### config.mk
export PLATFORM = sky130hd
export DESIGN_NAME = ex_mem_pipe
export DESIGN_NICKNAME = d
export VERILOG_FILES = /design/src/rtl/ex_mem_pipe.sv
export SDC_FILE = /design/constraint.sdc
export NUM_CORES = 1
export LEC_CHECK = 0
export ABC_AREA = 1
export CORE_AREA = 2 2 210 212
export CTS_BUF_LIST = sky130_fd_sc_hd__clkbuf_16
export CTS_CLUSTER_SIZE = 8
export DETAILED_ROUTE_END_ITERATION = 8
export DIE_AREA = 0 0 212 214
export GPL_ROUTABILITY_DRIVEN = 1
export SKIP_LAST_GASP = 1
export SLEW_MARGIN = 0
export SYNTH_ARGS = -nofsm -noshare
export SYNTH_HDL_FRONTEND = slang
export SYNTH_SLANG_ARGS = --single-unit
### constraint.sdc
create_clock -name clk_i -period 10.9 [get_ports clk_i]
set_clock_uncertainty 0.2 [all_clocks]
set_input_delay 3.27 -clock clk_i [delete_from_list [all_inputs] [get_ports clk_i]]
set_output_delay 3.27 -clock clk_i [all_outputs]
set_load 0.1 [all_outputs]
### src/rtl/ex_mem_pipe.sv
// EX/MEM elastic pipeline stage: a 2-entry skid buffer with valid/ready on both sides,
// synchronous flush, and memory / write-back control decode from the head entry.
// in_ready_o comes from a flop, so MEM back-pressure never forms a combinational path
// into EX.

module ex_mem_pipe #(
  parameter int unsigned DATA_WIDTH = 32,
  parameter int unsigned BE_WIDTH   = DATA_WIDTH / 8
) (
  input  logic                  clk_i,
  input  logic                  rst_i,
  input  logic                  flush_i,
  input  logic                  in_valid_i,
  output logic                  in_ready_o,
  input  logic [DATA_WIDTH-1:0] pc_i,
  input  logic [DATA_WIDTH-1:0] inst_i,
  input  logic [DATA_WIDTH-1:0] alu_i,
  input  logic [DATA_WIDTH-1:0] rs2_i,
  output logic                  out_valid_o,
  input  logic                  out_ready_i,
  output logic [DATA_WIDTH-1:0] pc_o,
  output logic [DATA_WIDTH-1:0] inst_o,
  output logic [DATA_WIDTH-1:0] alu_o,
  output logic [DATA_WIDTH-1:0] rs2_o,
  output logic                  mem_wren_o,
  output logic                  mem_rden_o,
  output logic [1:0]            wb_sel_o,
  output logic                  rd_wren_o,
  output logic [4:0]            rd_addr_o,
  output logic [BE_WIDTH-1:0]   byte_en_o,
  output logic                  misalign_o
);

  typedef struct packed {
    logic [DATA_WIDTH-1:0] pc;
    logic [DATA_WIDTH-1:0] inst;
    logic [DATA_WIDTH-1:0] alu;
    logic [DATA_WIDTH-1:0] rs2;
  } entry_t;

  // Occupancy count doubles as the state encoding.
  localparam logic [1:0] StEmpty = 2'd0;
  localparam logic [1:0] StOne   = 2'd1;
  localparam logic [1:0] StFull  = 2'd2;

  localparam logic [4:0] OpLoad  = 5'b00000;
  localparam logic [4:0] OpStore = 5'b01000;

  logic [1:0] count_q, count_d;
  entry_t     head_q, head_d;
  entry_t     tail_q, tail_d;
  logic       in_ready_q, in_ready_d;
  entry_t     in_entry;
  logic       push, pop;

  assign in_entry = '{pc: pc_i, inst: inst_i, alu: alu_i, rs2: rs2_i};

  assign out_valid_o = (count_q != StEmpty);
  assign in_ready_o  = in_ready_q;
  assign push        = in_valid_i & in_ready_q;
  assign pop         = out_valid_o & out_ready_i;

  // Next occupancy and storage; head always holds the oldest entry.
  always_comb begin
    count_d = count_q;
    head_d  = head_q;
    tail_d  = tail_q;
    if (flush_i) begin
      count_d = StEmpty;
    end else begin
      case (count_q)
        StEmpty: begin
          if (push) begin
            head_d  = in_entry;
            count_d = StOne;
          end
        end
        StOne: begin
          if (push && pop) begin
            head_d = in_entry;
          end else if (push) begin
            tail_d  = in_entry;
            count_d = StFull;
          end else if (pop) begin
            count_d = StEmpty;
          end
        end
        StFull: begin
          if (pop) begin
            head_d  = tail_q;
            count_d = StOne;
          end
        end
        default: count_d = StEmpty;
      endcase
    end
    // Ready is registered from the next occupancy, so it never depends on out_ready_i
    // within a cycle.
    in_ready_d = (count_d != StFull);
  end

  // State and storage registers with asynchronous reset.
  always_ff @(posedge clk_i or posedge rst_i) begin
    if (rst_i) begin
      count_q    <= StEmpty;
      head_q     <= '0;
      tail_q     <= '0;
      in_ready_q <= 1'b1;
    end else begin
      count_q    <= count_d;
      head_q     <= head_d;
      tail_q     <= tail_d;
      in_ready_q <= in_ready_d;
    end
  end

  assign pc_o      = head_q.pc;
  assign inst_o    = head_q.inst;
  assign alu_o     = head_q.alu;
  assign rs2_o     = head_q.rs2;
  assign rd_addr_o = head_q.inst[11:7];

  logic [4:0] op;
  logic [1:0] f3_lo;
  logic [1:0] alu_lo;
  logic       is_load, is_store, is_mem;
  logic [3:0] be_lo;

  assign op     = head_q.inst[6:2];
  assign f3_lo  = head_q.inst[13:12];
  assign alu_lo = head_q.alu[1:0];

  // Control decode of the head entry; everything goes inactive when the head is empty.
  always_comb begin
    is_load  = out_valid_o && (op == OpLoad);
    is_store = out_valid_o && (op == OpStore);
    is_mem   = is_load || is_store;

    if (!out_valid_o) begin
      wb_sel_o = 2'b11;
    end else begin
      case (op)
        5'b01100, 5'b01101, 5'b00100, 5'b00101: wb_sel_o = 2'b00;
        OpLoad:                                 wb_sel_o = 2'b01;
        5'b11011, 5'b11001:                     wb_sel_o = 2'b10;
        default:                                wb_sel_o = 2'b11;
      endcase
    end

    be_lo = 4'b0000;
    if (is_mem) begin
      case (f3_lo)
        2'b00:   be_lo = 4'b0001 << alu_lo;
        2'b01:   be_lo = alu_lo[1] ? 4'b1100 : 4'b0011;
        2'b10:   be_lo = 4'b1111;
        default: be_lo = 4'b0000;
      endcase
    end
    // Lanes above the low word are never enabled.
    byte_en_o      = '0;
    byte_en_o[3:0] = be_lo;

    misalign_o = is_mem && (((f3_lo == 2'b01) && alu_lo[0]) ||
                            ((f3_lo == 2'b10) && (alu_lo != 2'b00)));
    mem_wren_o = is_store;
    mem_rden_o = is_load;
    rd_wren_o  = out_valid_o && (wb_sel_o != 2'b11) && (rd_addr_o != 5'd0);
  end

endmodule

== Word-level counts from Yosys, hierarchy flattened ==
Index checks and enable logic that the tools add are counted.

* Equality and inequality tests: 16
* Shift operators: 1
* Multiplexer cells: 16
* Bitwise logic cells: 4
* Reduce and logical (&&, ||, !) cells: 21

{| class="wikitable"
|+ Operator list
! cell !! number
|-
| $mux 128 || 3
|-
| $pmux 128 s3 || 1
|-
| $eq 5x4->1 const B || 3
|-
| $mux 2 || 7
|-
| $pmux 2 s3 || 2
|-
| $pmux 4 s3 || 1
|-
| $eq 5x3->1 const B || 2
|-
| $eq 5x5->1 const B || 2
|-
| $ne 2x2->1 const B || 5
|-
| $logic_and 1x1->1 || 8
|-
| $mux 4 || 2
|-
| $logic_not 5->1 || 1
|-
| $reduce_and 5->1 || 1
|-
| $reduce_bool 5->1 || 1
|-
| $eq 2x1->1 const B || 2
|-
| $eq 2x2->1 const B || 2
|-
| $logic_not 2->1 || 2
|-
| $reduce_and 4->1 || 1
|-
| $reduce_bool 2->1 || 2
|-
| $reduce_or 4->1 || 1
|-
| $shl 1x2->4 const A || 1
|-
| $reduce_bool 3->1 || 1
|-
| $and 1x1->1 || 2
|-
| $logic_or 1x1->1 || 2
|-
| 2 further kinds || 3
|}

* Register bits: 259
* Bits of input ports: 133
* Logic and storage cells: 68

== Depth between registers and ports, before layout ==
* Word-level depth: 8
* Gate-level depth with buffers: 9
* Gate-level depth less buffers: 7

== Worst setup path after synthesis ==
No wires, ideal clock.

* Kind: flip-flop to output port
* Start: register count_q[1]
* End: output rd_wren_o
* Arrival time: 3688 ps
* Data required time: 7430 ps
* Setup slack: 3742 ps
* Cell stages (with the launch flop): 5
* Path through: dfrtp_1 -> nor2_1 -> inv_1 -> nand2_1 -> a21oi_1

* Word-level cells in the longest chain between the ends: 5

{| class="wikitable"
|+ RTL lines
! what !! RTL line !! source
|-
| start, declared || 49 || <nowiki>logic [1:0] count_q, count_d;</nowiki>
|-
| start signal, assigned || 105 || <nowiki>count_q <= StEmpty;</nowiki>
|-
| start signal, assigned || 110 || <nowiki>count_q <= count_d;</nowiki>
|-
| $reduce_bool 2->1 || 58 || <nowiki>assign out_valid_o = (count_q != StEmpty);</nowiki>
|-
| named net out_valid_o || 19 || <nowiki>output logic out_valid_o,</nowiki>
|-
| $mux 2 || 139 || <nowiki>if (!out_valid_o) begin</nowiki>
|-
| named net wb_sel_o[0] || 27 || <nowiki>output logic [1:0] wb_sel_o,</nowiki>
|-
| $ne 2x2->1 || 167 || <nowiki>rd_wren_o = out_valid_o && (wb_sel_o != 2'b11) && (rd_addr_o != 5'd0);</nowiki>
|-
| $logic_and 1x1->1 (2 in series) || 167 ||
|-
| end, declared || 28 || <nowiki>output logic rd_wren_o,</nowiki>
|}

The timed path passes the listed nets, and every way through them passes these cells.

== Worst setup path after layout ==
* Start: register count_q[1]
* End: output byte_en_o[1]

* Word-level cells in the longest chain between the ends: 4

{| class="wikitable"
|+ RTL lines
! what !! RTL line !! source
|-
| $reduce_bool 2->1 * || 58 ||
|-
| $logic_and 1x1->1 (on tied branches) || 135, 136 ||
|-
| $logic_or 1x1->1 * || 137 || <nowiki>is_mem = is_load || is_store;</nowiki>
|-
| $mux 4 * || 151 || <nowiki>if (is_mem) begin</nowiki>
|-
| end, declared || 30 || <nowiki>output logic [BE_WIDTH-1:0] byte_en_o,</nowiki>
|}

Mark *: on every way between the ends. The rest lies on a longest branch, timed or not.

==> run metrics <==
Power Density ~230 nW/um^2; combinational power share 0.354; area leader, netlist dfrtp_1; status complete, no violations; critical setup path kind flop to primary output; Setup crit start count_q[1]; worst hold path depth 2; fin crit share 0.598; first-pass GRT wire length about 61 mm; Hold Startpoint alu_o[19]; Hold WS roughly 0.27 ns; Worst-path clk slew approximately 0.050 ns; layout cells sized above 1 0.0359; P&R area growth vs syn 34.8%; max-slew violations 0; CTS tree done; vias per cell between 4 and 5; Net Count, Synth 1722; Mapped Cells about 1.6k; Psw 1.57 mW; Cell variety after synth 19; Crit path arrival time approximately 3.1 ns; placed cell areas 15100 um^2; clock share of power 0.291; number of global-route vias before repair around 11k; FF+latch count, synth approximately 260; Worst Slack Setup Final 4.38 ns; Ports 278; commonest non-fill, non-tap cells in the layout 906 x nand2_1, 277 x clkdlybuf4s50_1, 258 x nand3_1, 258 x dfrtp_1, 41 x clkbuf_16; Least-Margin Pin Slew approximately 1.1 ns; Rel. slew slack 0.271; Final #Nets roughly 1.9k; via count roughly 11k; Netlist Area Pre-Place ~12000 um^2; worst hold path type flop to flop; GR Overflow Total 0; Worst Path Max Fanout 6; Syn. warnings 0; # fillers 4397; min cycle time layout between 6 and 7 ns; most common cell after layout, fill and taps aside nand2_1; Worst Setup End Kind primary output; RSZ-0062 raised after global routing false; Chip Height roughly 210 um; DRC 0; RD Place Congestion roughly 0.75; antenna-violating nets left 0; Synth area leaders dfrtp_1 54%, nand2_1 28%, nand3_1 11%, buf_2 3.8%, clkbuf_1 0.56%; Leak 8.33 nW; register area roughly 6500 um^2; sw frac 0.420; H-tree Lvls 2; initial antenna violation count 2; area of the multi-input gates just under 5000 um^2; overall power about 3.7 mW; clock sink count around 260; Clock Root Buffer clkbuf_16; final WL between 30 and 40 mm; share of the synthesized area in the top cell type 0.539; cts hold-fix bufs 0; final setup violation count 0; syn_area_per_cell ~7.5 um^2; VDD IR max roughly 0.17 mV; Setup WS pre-CTS between 4 and 5 ns; Starting Density 0.279; post-route setup TNS 0 ns; CP required between 7 and 8 ns; clock latency on the worst-skew pair between 0.5 and 0.6 ns; Post-CTS Setup Inserts 0; Max Freq 153 MHz; final hold viol count 0; post-route cell area roughly 16000 um^2; Int Pwr ~2.2 mW; global-route usage over all layers 0.168; Longest Clk Path Bufs 3; largest net degree at the start of global routing ~160; Max Cap Viol 0; die width between 200 and 250 um; Detail Placement HPWL 22.4 mm; area of the die 45400 um^2; DRT iter0 DRCs approximately 800; Reg power frac 0.355; Critical R2R Launch count_q[0]; Register-to-Register Path Depth 8; FP Rows between 70 and 80; PortBufs approximately 280; Setup crit start kind flop; CTS Buf Count 38; wire per inst approximately 16 um; sequential-to-total area share from yosys stat 0.541; core footprint about 43000 um^2; DR pass1 iterations 5; PostCTS Resize Cnt 0
[area by class of cell]
type | instances | area share
antenna | 2 | 0.000310
inverter | 14 | 0.00387
clock buffer | 41 | 0.0635
clock inverter | 10 | 0.00240
tap | 585 | 0.0453
sequential | 259 | 0.401
multi-input combinational | 1199 | 0.305
timing repair buffer | 290 | 0.179
[worst paths after layout]
path,end,slack (ns)
setup / recovery,byte_en_o[1],4.38
hold / removal,alu_o[19],0.27
setup reg to reg,rs2_o[8],7.64
hold reg to reg,alu_o[19],0.27
max in group asynchronous,tail_q[116],6.11
min in group asynchronous,pc_o[19],3.03
[routing by layer]
metal | wire [um] | share of wire | GRT usage | vias to the layer above
met5 | 0 | 0 | 0 | -
met4 | 678 | 0.018 | 0.0519 | 0
met3 | 2130 | 0.057 | 0.0346 | 42
met2 | 17500 | 0.47 | 0.278 | 288
met1 | 16900 | 0.45 | 0.218 | 5265
li1 | - | - | - | 5404
[per-stage QoR]
| stage | utilization | std cells |
|---|---|---|
| 4_1_cts | 0.376 | 2398 |
| 3_3_place_gp | 0.352 | 2347 |
| 5_1_grt | 0.377 | 2400 |
| 3_5_place_dp | 0.352 | 2347 |
| 2_1_floorplan | - | 1589 |
| 6_report | 0.377 | 2400 |
[kinds of logic after synthesis]
group,Yosys count,synth area share
flip-flops,259,0.541
buffers and inverters,131,0.0522
AND/OR/NAND/NOR,1183,0.399
AO/OA/AOI/OAI,16,0.00742
[worst max-delay path, stage by stage (launching register included)]
cell and delay, ns:
dfrtp_1 0.53, nor2_1 0.19, inv_1 0.18, nand4_1 0.24, a21oi_1 0.22, clkdlybuf4s50_1 1.16
[cell usage after synthesis, drive strengths merged]
library cell  number
and2               1
dfstp              1
buf               99
nor3               2
dfrtp            258
a31oi              4
nor2              11
nand3            258
a21oi              8
clkbuf            18
nand2            909
inv               14
nand4              2
o21ai              4
[flip-flops by register name (all words and copies together), names as in the netlist]
name and cells:
count_q 2, in_ready_o 1, inst_o 32, tail_q 128, pc_o 32, rs2_o 32, alu_o 32
[power groups by stage]
stage	registers (mW)	logic [mW]	clock network, mW
floorplan	1.96	0.335	0
finish	1.32	1.32	1.09
global placement	1.33	1.32	0
CTS	1.32	1.33	1.12
global route	1.35	1.40	1.16
detailed placement	1.33	1.33	0
Power figures use the tool's default switching activity.
